**config.mk**
```make
export PLATFORM = sky130hd
export DESIGN_NAME = drain_unloader
export DESIGN_NICKNAME = d
export VERILOG_FILES = /design/src/rtl/load_store_pkg.sv /design/src/rtl/burst_pacer.sv /design/src/rtl/drain_unloader.sv
export SDC_FILE = /design/constraint.sdc
export NUM_CORES = 1
export LEC_CHECK = 0
export ABC_AREA = 1
export CAP_MARGIN = 5
export CORE_UTILIZATION = 30
export DETAILED_ROUTE_END_ITERATION = 10
export GPL_ROUTABILITY_DRIVEN = 0
export PLACE_DENSITY_LB_ADDON = 0.12
export REMOVE_ABC_BUFFERS = 1
export SKIP_CTS_REPAIR_TIMING = 1
export SYNTH_ARGS = -nofsm -noshare
export SYNTH_HDL_FRONTEND = slang
export SYNTH_SLANG_ARGS = --single-unit
export TNS_END_PERCENT = 5
```
**constraint.sdc**
```tcl
create_clock -name clk -period 1.7 [get_ports clk]
set_input_delay 0.34 -clock clk [delete_from_list [all_inputs] [get_ports clk]]
set_output_delay 0.34 -clock clk [all_outputs]
set_load 0.005 [all_outputs]
```
**src/rtl/load_store_pkg.sv**
```systemverilog
// Shared types and default sizing for the load/store fill loop (filler and unloader).
package load_store_pkg;

  localparam int unsigned LS_N     = 15000;
  localparam int unsigned LS_CBITS = 14;

  typedef enum logic [2:0] {
    IDLE,
    DRAIN,
    PAUSE,
    DONE,
    WAIT_LOW
  } drain_state_t;

endpackage

```
**src/rtl/burst_pacer.sv**
```systemverilog
// Burst/gap pacing for the drain unloader: counts transfers per burst and the idle gap after it.
module burst_pacer #(
  parameter int unsigned BURST = 16,
  parameter int unsigned GAP   = 2
) (
  input  logic clk,
  input  logic rst,
  input  logic start,
  input  logic xfer,
  output logic pause_req,
  output logic gap_done
);

  localparam int unsigned BW = (BURST > 1) ? $clog2(BURST) : 1;
  localparam int unsigned GW = (GAP > 0) ? $clog2(GAP + 1) : 1;
  localparam logic [BW-1:0] BURST_MAX = BW'(BURST - 1);
  localparam logic [GW-1:0] GAP_LOAD  = GW'(GAP);

  logic [BW-1:0] burst_cnt;
  logic [GW-1:0] gap_cnt;
  logic          at_max;

  assign at_max    = (burst_cnt == BURST_MAX);
  assign pause_req = xfer && at_max && (GAP > 0);
  assign gap_done  = (gap_cnt == GW'(1));

  // Wraps at BURST-1 whether or not a pause follows.
  always_ff @(posedge clk) begin
    if (rst || start) begin
      burst_cnt <= '0;
    end else if (xfer) begin
      burst_cnt <= at_max ? '0 : burst_cnt + BW'(1);
    end
  end

  always_ff @(posedge clk) begin
    if (rst || start) begin
      gap_cnt <= '0;
    end else if (pause_req) begin
      gap_cnt <= GAP_LOAD;
    end else if (gap_cnt != '0) begin
      gap_cnt <= gap_cnt - GW'(1);
    end
  end

endmodule

```
**src/rtl/drain_unloader.sv**
```systemverilog
// Consumer end of the fill loop: takes a full tank of N units and unloads it with paced bursts.
// Optional SVA checks compile in when DRAIN_UNLOADER_PROPS_EN is defined.
module drain_unloader
  import load_store_pkg::*;
#(
  parameter int unsigned N     = LS_N,
  parameter int unsigned CBITS = LS_CBITS,
  parameter int unsigned BURST = 16,
  parameter int unsigned GAP   = 2
) (
  input  logic             clk,
  input  logic             rst,
  input  logic             full_in,
  input  logic             out_ready,
  output logic             out_valid,
  output logic             out_last,
  output logic [CBITS-1:0] level,
  output logic             busy,
  output logic             empty_out,
  output logic             overrun
);

  localparam logic [CBITS-1:0] LEVEL_FULL = CBITS'(N);

  drain_state_t state, state_next;
  logic         full_d1;
  logic         xfer;
  logic         load;
  logic         pause_req;
  logic         gap_done;

  assign xfer = out_valid & out_ready;
  assign load = (state == IDLE) & full_in;

  burst_pacer #(
    .BURST(BURST),
    .GAP  (GAP)
  ) u_pacer (
    .clk      (clk),
    .rst      (rst),
    .start    (load),
    .xfer     (xfer),
    .pause_req(pause_req),
    .gap_done (gap_done)
  );

  always_ff @(posedge clk) begin
    if (rst) begin
      state <= IDLE;
    end else begin
      state <= state_next;
    end
  end

  always_comb begin
    state_next = state;
    unique case (state)
      IDLE:     if (full_in) state_next = DRAIN;
      DRAIN: begin
        if (xfer) begin
          if (level == CBITS'(1)) begin
            state_next = DONE;
          end else if (pause_req) begin
            state_next = PAUSE;
          end
        end
      end
      PAUSE:    if (gap_done) state_next = DRAIN;
      DONE:     state_next = WAIT_LOW;
      WAIT_LOW: if (!full_in) state_next = IDLE;
      default:  state_next = IDLE;
    endcase
  end

  always_comb begin
    out_valid = (state == DRAIN);
    out_last  = (state == DRAIN) && (level == CBITS'(1));
    busy      = (state == DRAIN) || (state == PAUSE);
    empty_out = (state == DONE);
  end

  always_ff @(posedge clk) begin
    if (rst) begin
      level <= '0;
    end else if (load) begin
      level <= LEVEL_FULL;
    end else if (xfer && (level != '0)) begin
      level <= level - CBITS'(1);
    end
  end

  // Only a fresh rising edge of full_in counts; a level held since the load is ignored.
  always_ff @(posedge clk) begin
    if (rst) begin
      full_d1 <= 1'b0;
      overrun <= 1'b0;
    end else begin
      full_d1 <= full_in;
      if (busy && full_in && !full_d1) begin
        overrun <= 1'b1;
      end
    end
  end

`ifdef DRAIN_UNLOADER_PROPS_EN
  a_level_max: assert property (@(posedge clk) disable iff (rst) level <= LEVEL_FULL);
  a_valid_hold: assert property (@(posedge clk) disable iff (rst)
    out_valid && !out_ready |=> out_valid && $stable(level));
  a_empty_pulse: assert property (@(posedge clk) disable iff (rst) empty_out |=> !empty_out);
  m_no_rst: assume property (@(posedge clk) !rst);
  m_ready_live: assume property (@(posedge clk) s_eventually out_ready);
  a_drain_live: assert property (@(posedge clk) busy |-> s_eventually empty_out);
  c_empty: cover property (@(posedge clk) empty_out);
`else
  // Default build carries no properties.
`endif

endmodule

```
# == After elaboration in Yosys (flattened, before gate mapping) ==
# Cells that the tools add are included.
# totals
latchBits,0
romBits,0
memories,0
ram_bits,0
register_bits,25
in_bits,4
elab_cells,53
output_inout_bits,19
# op_classes
div_mod_pow,0
mul,0
n_eq_ne,12
add_sub_neg,3
n_shift,0
bitwise,2
reduce_logical,16
mux,12
magnitude_cmp,0
# ops
operator,count
two-way mux 14 bit,2
two-way mux 3 bit,6
case mux 3 bit (5 select lines),1
"equality test 14 x 1 -> 1 bit, second input constant",1
nonzero test 14 bit,1
"subtractor 14 x 1 -> 14 bit, second input constant",1
"equality test 3 x 2 -> 1 bit, second input constant",2
"inequality test 2 bit, second input constant",3
nonzero test 2 bit,3
logical AND 1 bit,5
AND reduction 5 bit,1
"adder 4 x 1 -> 4 bit, second input constant",1
"equality test 4 bit, second input constant",1
two-way mux 2 bit,2
two-way mux 4 bit,1
OR reduction 2 bit,2
"equality test 3 x 1 -> 1 bit, second input constant",1
"equality test 3 bit, second input constant",1
logical NOT 3 bit,1
"inequality test 3 x 1 -> 1 bit, second input constant",1
bitwise AND 1 bit,2
"equality test 2 x 1 -> 1 bit, second input constant",1
logical OR 1 bit,2
"inequality test 2 x 1 -> 1 bit, second input constant",1
other kinds (2),2

# == Longest topological paths before layout ==
# Gate-level depths: netlist of the first run.
# logic_depth
ltp_word,7
ltp_mapped,12

# == Hierarchy ==
# A second synthesis of the first run with hierarchy kept.
# unflattened
cells_unflattened,235
area_unflattened_um2,1530.2
# modules_own_cells
module,area_each_um2,instances,cells_each
drain_unloader,1261.2,1,199
burst_pacer,269.0,1,36

# == Least setup slack after synthesis of the first run ==
# No wires, ideal clock.
# synth_path
path_type,register to register
startpoint,register level[0]
endpoint,register level[11]
arrival_ns,1.268
t_required_ns,1.591
setup_slack_ns,0.323
synth_period_minus_slack_ns,1.377
stages_incl_launch_ff,13
path_cell_list,dfxtp_1 inv_1 ha_1 nand2_2 nor2_2 nand2_2 nand2_4 inv_2 buf_6 nand3_1 nand3_1 nand2_1 inv_1
# synth_via
elab_chain_len,3
word_cells_on_any_way,6
cone_classes,add/sub: 1; mux: 2; reduce/logical: 3
# synth_lines
item,line,text
"start, declared",drain_unloader.sv:17,"output logic [CBITS-1:0] level,"
"start signal, assigned",drain_unloader.sv:88,level <= level - CBITS'(1);
subtractor 14 x 1 -> 14 bit / nonzero test 14 bit (equally long branches),"drain_unloader.sv:88, drain_unloader.sv:87",
two-way mux 14 bit / logical AND 1 bit (equally long branches),drain_unloader.sv:87,end else if (xfer && (level != '0)) begin
two-way mux 14 bit / nonzero test 2 bit (equally long branches),n/a,
# Several ways; a longest one is shown, not always the timed one. The select of a mux whose other input is x is not followed.
# A chain may end at the register's enable or synchronous reset.

# == Final worst setup path of the first run ==
# layout_path
startpoint,register level[1]
endpoint,output out_last
# layout_via
elab_chain_len,2
# layout_lines
item,line,text
equality test 14 x 1 -> 1 bit,drain_unloader.sv:77,out_last = (state == DRAIN) && (level == CBITS'(1));
logical AND 1 bit,drain_unloader.sv:77,
"end, declared",drain_unloader.sv:16,"output logic out_last,"
# No other way between the ends.

==> run summary, run 1 <==
The net switching power came out at 1.15 mW. The arrival time of the worst setup path came out at 1.27 ns. In the final layout, the share of cells above drive strength 1 is 0.243. The proportion of register bits with asynchronous set or reset after synthesis came out at 0. The worst setup path is of the reg -> out kind.

Synthesis produced a netlist whose cell count is 220. The number of H-tree levels is 1. The total overflow left after global routing is 0. The number of cells in the finished layout apart from fillers is 328. The full die area is 5060 um^2. The number of antenna violations at the first check in global routing came out at 0. The first detailed-routing pass took 9 iterations. In the routed design, unresolved DRC markers number 3. Yosys attributes the largest share of cell area to sky130_fd_sc_hd__dfxtp_1 35%, sky130_fd_sc_hd__nand2_1 12%, sky130_fd_sc_hd__nor2_1 8.6%, sky130_fd_sc_hd__nand3_1 8.4%, sky130_fd_sc_hd__inv_1 8.1%.

The number of failing hold endpoints at the final stage is 0. The fraction of power consumed by the clock network is 0.135. The placement row count came out at 24. The via count of the first global-routing pass is 1,397. The source-to-sink clock delay at the later pin of the worst-skew pair is 0.28 ns. Of the total power, combinational logic draws 0.592. The cell leakage power is 1.03 nW. The simple-gate portion of the synthesized area came out at 0.378. The number of setup violations in the final report came out at 0. For the final database, setup skew stands at 0.00875 ns.

The final clock period utilization by the worst path came out at 0.947. Summing internal, switching and leakage power gives 2.78 mW. The max-capacitance violation count came out at 0.

Of the total synthesized cell area, the portion taken by full adders, half adders and majority gates is 0.0349. The share of synthesized area in the top cell type comes to 0.349. By area, the combinational part of the netlist is dominated by simple AND/OR/NAND/NOR gates.

The netlist area before placement came out at 1440 um^2. The post-synthesis compound-gate area fraction is 0.0976. The CTS buffer count came out at 3. Of the total power, the share spent switching nets is 0.413.

Dividing total power by cell area gives a power density of 1360 nW/um^2. Hold is met by 0.452 ns. The clock slew seen by the registers of the worst setup and hold paths came out at 0.10 ns.

The data required time of the worst path is 1.36 ns. OpenSTA, run right after detailed placement, puts the worst setup slack at -0.0756 ns. Of the total synthesized cell area, the portion taken by XOR and XNOR cells is 0.0244. The worst hold path belongs to the class reg -> reg.

The flow ran to the end, but the final reports show violations. The buffer cell driving the clock tree root is sky130_fd_sc_hd__clkbuf_8. The worst setup path is launched from a register. For this block, the routed nets add up to 3.61 mm of wire. The wire length of the first global-routing pass came out at 5.99 mm. The repair_antennas step left the layout with diodes totalling 0. The share of synthesized area spent on multiplexers came out at 0. The number of sinks on the clock net came out at 25. The setup slack after layout came out at 0.0897 ns. TritonCTS built the clock tree.

For the pin with the worst max-slew slack, the measured transition is 0.341 ns. STA classifies the critical path endpoint as a primary output. The effective utilization at floorplan is 0.321. Counting instances in the post-synthesis netlist gives the leading cell types as 47 x sky130_fd_sc_hd__nand2_1, 33 x sky130_fd_sc_hd__nor2_1, 31 x sky130_fd_sc_hd__inv_1.

The highest achievable clock rate came out at 621 MHz. The core area is 4470 um^2. After synthesis, the mean cell area works out to 6.52 um^2. The routed via count divided by cell count is 4.60. The post-layout net count came out at 285. Once detailed placement completed, the half-perimeter wirelength came to 2.79 mm. The worst ir drop on vdd is 0.649 mV. The count of cell types in the netlist is 27.

The Yosys warning count came out at 0. The smallest clock period supported by the final layout is computed as 1.61 ns. For this run, the leading register cell type out of synthesis is sky130_fd_sc_hd__dfxtp_1. The post-synthesis register bit count is 25.

In the final routed layout, each cell accounts on average for 11.0 um. The total number of vias is 1,508. The total internal power is 1.63 mW. The number of enable-type register cells in the synthesized netlist came out at 0. Of all cell types, the one taking the most synthesized area is sky130_fd_sc_hd__dfxtp_1. Entering global routing, the biggest net connects 16 pins. The deepest clock path buffer count came out at 2.

23 I/O pins were placed. The height of the chip is 71.2 um. The final-report max-slew violation count came out at 0. The checks that failed: design-rule violations. The number of DRC markers after the initial detailed-route iteration is 70. Measured on the finished design, the core utilization comes to 0.458. The most frequent cell after synthesis is sky130_fd_sc_hd__nand2_1.

Setup repair after global routing could not meet its margin everywhere. The sequential power share is 0.273. From left edge to right edge, the die measures 71.2 um. In this run, placement finished with an instance count of 323. Fill cells in the final layout number 480. The number of nets with antenna violations after detailed routing came out at 0.

The part of the Yosys area used for sequential elements came out at 0.349. The number of port buffers came out at 22. The area overhead of the layout relative to synthesis came out at 42.8%. Across every metal layer, demand over resource in global routing totals 0.150.

Of all nets on the critical path, the largest fanout is 2. The relative slew slack came out at 0.772.
## worst paths after layout
check / slack, ns / end / startpoint / depth (start not counted)
max: 0.09 / out_last / level[1]$_SDFFE_PP0P_ / 7
min: 0.45 / u_pacer.gap_cnt[0]$_SDFFE_PP0P_ / u_pacer.gap_cnt[0]$_SDFFE_PP0P_ / 1
max reg2reg: 0.13 / level[8]$_SDFFE_PP0P_ / state[2]$_SDFFE_PP0P_ / 12
min reg2reg: 0.45 / u_pacer.gap_cnt[0]$_SDFFE_PP0P_ / u_pacer.gap_cnt[0]$_SDFFE_PP0P_ / 1
## layout by cell type, fill, tap and decap left out, drive strengths merged
cell           instances
ha                     4
a31oi                  1
buf                   34
dlymetal6s2s           4
nand3                 25
a21oi                 16
clkdlybuf4s50         18
inv                   34
xnor2                  1
nand3b                 1
nor4                   1
dfxtp                 25
nand4                  1
nor2                  38
o21ai                 10
clkinv                 1
xor2                   3
nand2                 51
clkbuf                 3
clkinvlp               1
nor3                   4
## metrics by stage
stage / TNS, ns / instance area [um^2]
after floorplan: 0 / 1400
after global placement: -0.0531 / 1950
after detailed placement: -0.475 / 1950
after CTS: -1.07 / 2000
after global routing: -0.0259 / 2050
final: 0 / 2050
## kinds of logic after synthesis
kind of cell | after synthesis
and+or+nand+nor | 121
buffers and inverters | 39
AOI/OAI and AO/OA | 27
DFF | 25
xor gates and xnor gates | 4
adders and majority gates | 4
## power by group through the flow
stage / clock network, mW / logic, mW / registers (mW)
after CTS: 0.391 / 1.62 / 0.752
after floorplan: 0 / 0.851 / 0.809
final: 0.374 / 1.65 / 0.759
after global placement: 0 / 1.61 / 0.767
after global routing: 0.415 / 1.86 / 0.770
after detailed placement: 0 / 1.61 / 0.765
## state kept, by name, indices dropped and copies added, names as in the netlist
name,count
u_pacer.burst_cnt,4
u_pacer.gap_cnt,2
overrun,1
full_d1,1
level,14
state,3
## metal layers
layer  share of wire  wire (um)  track usage
met5               0          0            0
met4          0.0047         17       0.0267
met3           0.029        103       0.0342
met2            0.49       1780        0.268
met1            0.47       1710        0.186
## critical path: stages, from the launching register on
cell and delay (ns):
sky130_fd_sc_hd__dfxtp_2 0.34, sky130_fd_sc_hd__inv_2 0.05, sky130_fd_sc_hd__ha_1 0.13, sky130_fd_sc_hd__nand2_1 0.07, sky130_fd_sc_hd__nor2_2 0.12, sky130_fd_sc_hd__nand3_2 0.11, sky130_fd_sc_hd__inv_1 0.06, sky130_fd_sc_hd__dlymetal6s2s_1 0.11
## cell type report
type                            instances  area [um^2]  share of cell area
Inverter                               35          136              0.0665
Sequential cell                        25          503               0.245
Clock inverter                          1         7.51             0.00366
Clock buffer                            3         41.3              0.0201
Timing Repair Buffer                   56          498               0.243
Tap cell                               52         65.1              0.0317
Multi-Input combinational cell        156          798               0.389
(Power assumes the default switching activity.)
==> inputs of run 2 (changes only) <==
--- a/config.mk
+++ b/config.mk
@@ -10,6 +10,7 @@
 export CORE_UTILIZATION = 30
 export DETAILED_ROUTE_END_ITERATION = 10
 export GPL_ROUTABILITY_DRIVEN = 0
+export HOLD_SLACK_MARGIN = 0.03
 export PLACE_DENSITY_LB_ADDON = 0.12
 export REMOVE_ABC_BUFFERS = 1
 export SKIP_CTS_REPAIR_TIMING = 1
==> results of run 2 <==
The final DEF is identical to that of run 1; final timing and power are the same.
==> inputs of run 3 (changes only) <==
--- a/config.mk
+++ b/config.mk
@@ -8,7 +8,9 @@
 export ABC_AREA = 1
 export CAP_MARGIN = 5
 export CORE_UTILIZATION = 30
+export CTS_BUF_LIST = sky130_fd_sc_hd__clkbuf_2
 export DETAILED_ROUTE_END_ITERATION = 10
+export DONT_BUFFER_PORTS = 1
 export GPL_ROUTABILITY_DRIVEN = 0
 export HOLD_SLACK_MARGIN = 0.03
 export PLACE_DENSITY_LB_ADDON = 0.12
@@ -17,4 +19,3 @@
 export SYNTH_ARGS = -nofsm -noshare
 export SYNTH_HDL_FRONTEND = slang
 export SYNTH_SLANG_ARGS = --single-unit
-export TNS_END_PERCENT = 5
==> run summary, run 3 (same netlist as run 1, synthesis figures left out) <==
The number of flip-flops in the largest register is 14 (unchanged). The final-report max-slew violation count is 0 (unchanged). The cell area after layout is 1690 um^2 (-18%). TritonCTS built the clock tree.

The data required time of the worst path came out at 1.36 ns (about the same). The total internal power came out at 1.25 mW (-23%). The remaining global-route overflow came out at 0 (unchanged). The max-capacitance violation count came to 0 (unchanged). In the final layout, the registers with the most flip-flops are level: 14 flops, u_pacer.burst_cnt: 4 flops, state: 3 flops.

Leaving out fill and tap cells, the most frequent cell in the layout is sky130_fd_sc_hd__nand2_1. In this run the worst hold path is classified as in -> reg. The power per cell area was 1400 nW/um^2 (+3.4%). The slew at the pin closest to its max-slew limit came out at 0.321 ns (-0.0200 ns). The maximum number of pins on one net before global-route repair was 16 (unchanged).

The number of port buffers came to 0 (-100%). The worst ir drop on vdd came out at 0.519 mV (-20%). The number of setup violations in the final report came out at 0 (unchanged). The wire length of the first global-routing pass came to 5.73 mm (-4.4%). The number of failing hold endpoints at the final stage came to 0 (unchanged). The number of inserted diodes is 0 (unchanged). The all-layer global routing usage came out at 0.144 (-0.00604). The relative slew slack came out at 0.784 (+0.0122). The worst reg2reg path endpoint is level[3]$_SDFFE_PP0P_.

The full die area is 5060 um^2 (unchanged). The CTS buffer count was 3 (unchanged). The filler cell count in the final layout came out at 488 (+1.7%). The clock period minus worst slack is 1.65 ns (+0.0397 ns).

Clock tree synthesis selected as its root buffer the cell sky130_fd_sc_hd__clkbuf_2. The net switching power was 1.12 mW (-2.4%). The number of top-level pins came out at 23 (unchanged). The depth of the worst hold-timing path is 2 (+1). The die outline width came out at 71.2 um (unchanged).

The post-layout net count came out at 241 (-15%). In this run the worst setup path begins at level[3]$_SDFFE_PP0P_. The core area came out at 4470 um^2 (unchanged). The start of the worst register-to-register path is state[1]$_SDFFE_PP0P_. Setup repair after global routing could not meet its margin everywhere. The number of nets with antenna violations after detailed routing is 0 (unchanged). The fraction of power consumed by the clock network came out at 0.108 (-0.027). The library cells used most frequently in the layout, excluding fill and tap cells, are 44 x sky130_fd_sc_hd__nand2_1, 29 x sky130_fd_sc_hd__inv_1, 29 x sky130_fd_sc_hd__nor2_1.

The area of the multi-input gates came to 837 um^2 (+4.9%). The kind of start point of the critical path is a register. The overall power is 2.37 mW (-15%). The share of post-route cells with drive strength above 1 is 0.224 (-0.0186). The clock slew seen by the registers of the worst setup and hold paths is 0.26 ns (+0.16 ns).

The deepest clock path buffer count is 2 (unchanged). The largest register by flop count is level. The number of sinks on the clock net is 25 (unchanged). The sequential power share came out at 0.361 (+0.088). The depth of the worst register-to-register path came out at 10 (-2). The routed wire length is 3.46 mm (-4.2%). By startpoint and endpoint, the worst setup path is classified as reg -> out. The run finished with clean final reports. The final clock period utilization by the worst path is 0.971 (+0.0233). The area overhead of the layout relative to synthesis came out at 17.7%. The maximum net fanout on the critical path is 5 (+3).

The effective utilization at floorplan came out at 0.321 (unchanged). The highest achievable clock rate came out at 606 MHz (-2.4%). The cell leakage power came out at 0.774 nW (-25%). The source-to-sink clock delay at the later pin of the worst-skew pair is 0.36 ns (+0.08 ns). The net switching share of the total power came out at 0.473 (+0.0600).

The setup slack of the most critical reg-to-reg path was 0.16 ns (+0.03 ns). Following the worst setup path forward leads to its endpoint at out_last. The DRC violation count after routing came out at 0 (-3). The number of DRC markers after the initial detailed-route iteration came out at 65 (-7.1%). The area after detailed placement is 1540 um^2 (-21%). The height of the chip is 71.2 um (unchanged). The worst-case clock skew is 0.00123 ns (-0.00753 ns). The number of antenna violations at the first check in global routing is 0 (unchanged). The placement row count is 24 (unchanged). The via count of the first global-routing pass is 1,280 (-8.4%).

The sequential cell area is 529 um^2 (+5.2%). The total number of vias was 1,336 (-11%). The arrival time of the worst setup path was 1.31 ns (+0.04 ns). The per-cell routed wire length is 12.2 um (+11%). The first-pass iteration count of the detailed router is 6 (-3). The final HPWL from detailed placement came out at 2.63 mm (-5.8%).

The number of H-tree levels came out at 1 (unchanged). The share of power burned in combinational logic is 0.531 (-0.061). The element type at the critical path end is a primary output. The routed via count divided by cell count came out at 4.70 (+2.3%).
-- run 3: cell count changes in the layout (fill, tap and decap cells not counted), moves of 4 or more --
cell	previous run	this run
sky130_fd_sc_hd__buf_4	33	10
sky130_fd_sc_hd__clkdlybuf4s50_1	18	0
sky130_fd_sc_hd__dfxtp_1	23	14
sky130_fd_sc_hd__dfxtp_4	0	6
sky130_fd_sc_hd__dlymetal6s2s_1	4	0
sky130_fd_sc_hd__nor2_2	9	3
sky130_fd_sc_hd__nor2_4	1	6
-- run 3: metal layers --
layer | global-route usage | routed length, um
met1 | 0.182 | 1650
met2 | 0.243 | 1650
met3 | 0.0442 | 142
met4 | 0.0267 | 19
met5 | 0 | 0
-- run 3: final cells by class --
cell class / count / area share
clock buffers: 3 / 0.00889
clock inverters: 1 / 0.00444
inverters: 35 / 0.0822
multi-input cells: 156 / 0.496
flip-flops and latches: 25 / 0.313
well taps: 52 / 0.0385
repair buffers: 12 / 0.0570
-- run 3: worst min-delay path by stage --
stage,startpoint,to,slack [ns]
floorplan,rst,state[1]$_SDFFE_PP0P_,0.41
global placement,rst,state[2]$_SDFFE_PP0P_,0.41
detailed placement,rst,state[2]$_SDFFE_PP0P_,0.41
CTS,rst,state[2]$_SDFFE_PP0P_,-0.05
global route,full_in,full_d1$_SDFF_PP0_,0.04
finish,full_in,full_d1$_SDFF_PP0_,0.09
-- run 3: worst max-delay path, stage by stage, from the launching register on --
cell	delay [ns]
sky130_fd_sc_hd__dfxtp_4	0.44
sky130_fd_sc_hd__nor2_4	0.18
sky130_fd_sc_hd__nand2_4	0.06
sky130_fd_sc_hd__nor2_4	0.11
sky130_fd_sc_hd__nand3_2	0.09
sky130_fd_sc_hd__inv_2	0.07
-- run 3: power by group through the flow --
| stage | clock network (mW) | registers [mW] | logic (mW) |
|---|---|---|---|
| floorplan | 0 | 0.809 | 0.851 |
| global placement | 0 | 0.834 | 1.16 |
| detailed placement | 0 | 0.834 | 1.14 |
| CTS | 0.277 | 0.821 | 1.15 |
| global route | 0.298 | 0.875 | 1.44 |
| finish | 0.257 | 0.855 | 1.26 |
-- run 3: per-stage QoR --
step	TNS [ns]	hold WS, ns	instances	utilization	setup WS (ns)
2_1_floorplan	0	0.409	216	-	0.314
3_3_place_gp	0	0.411	277	0.343	0.197
3_5_place_dp	0	0.412	277	0.343	0.153
4_1_cts	-0.249	-0.0477	281	0.348	-0.222
5_1_grt	-0.0916	0.0414	284	0.378	-0.0676
6_report	0	0.0913	284	0.378	0.0500
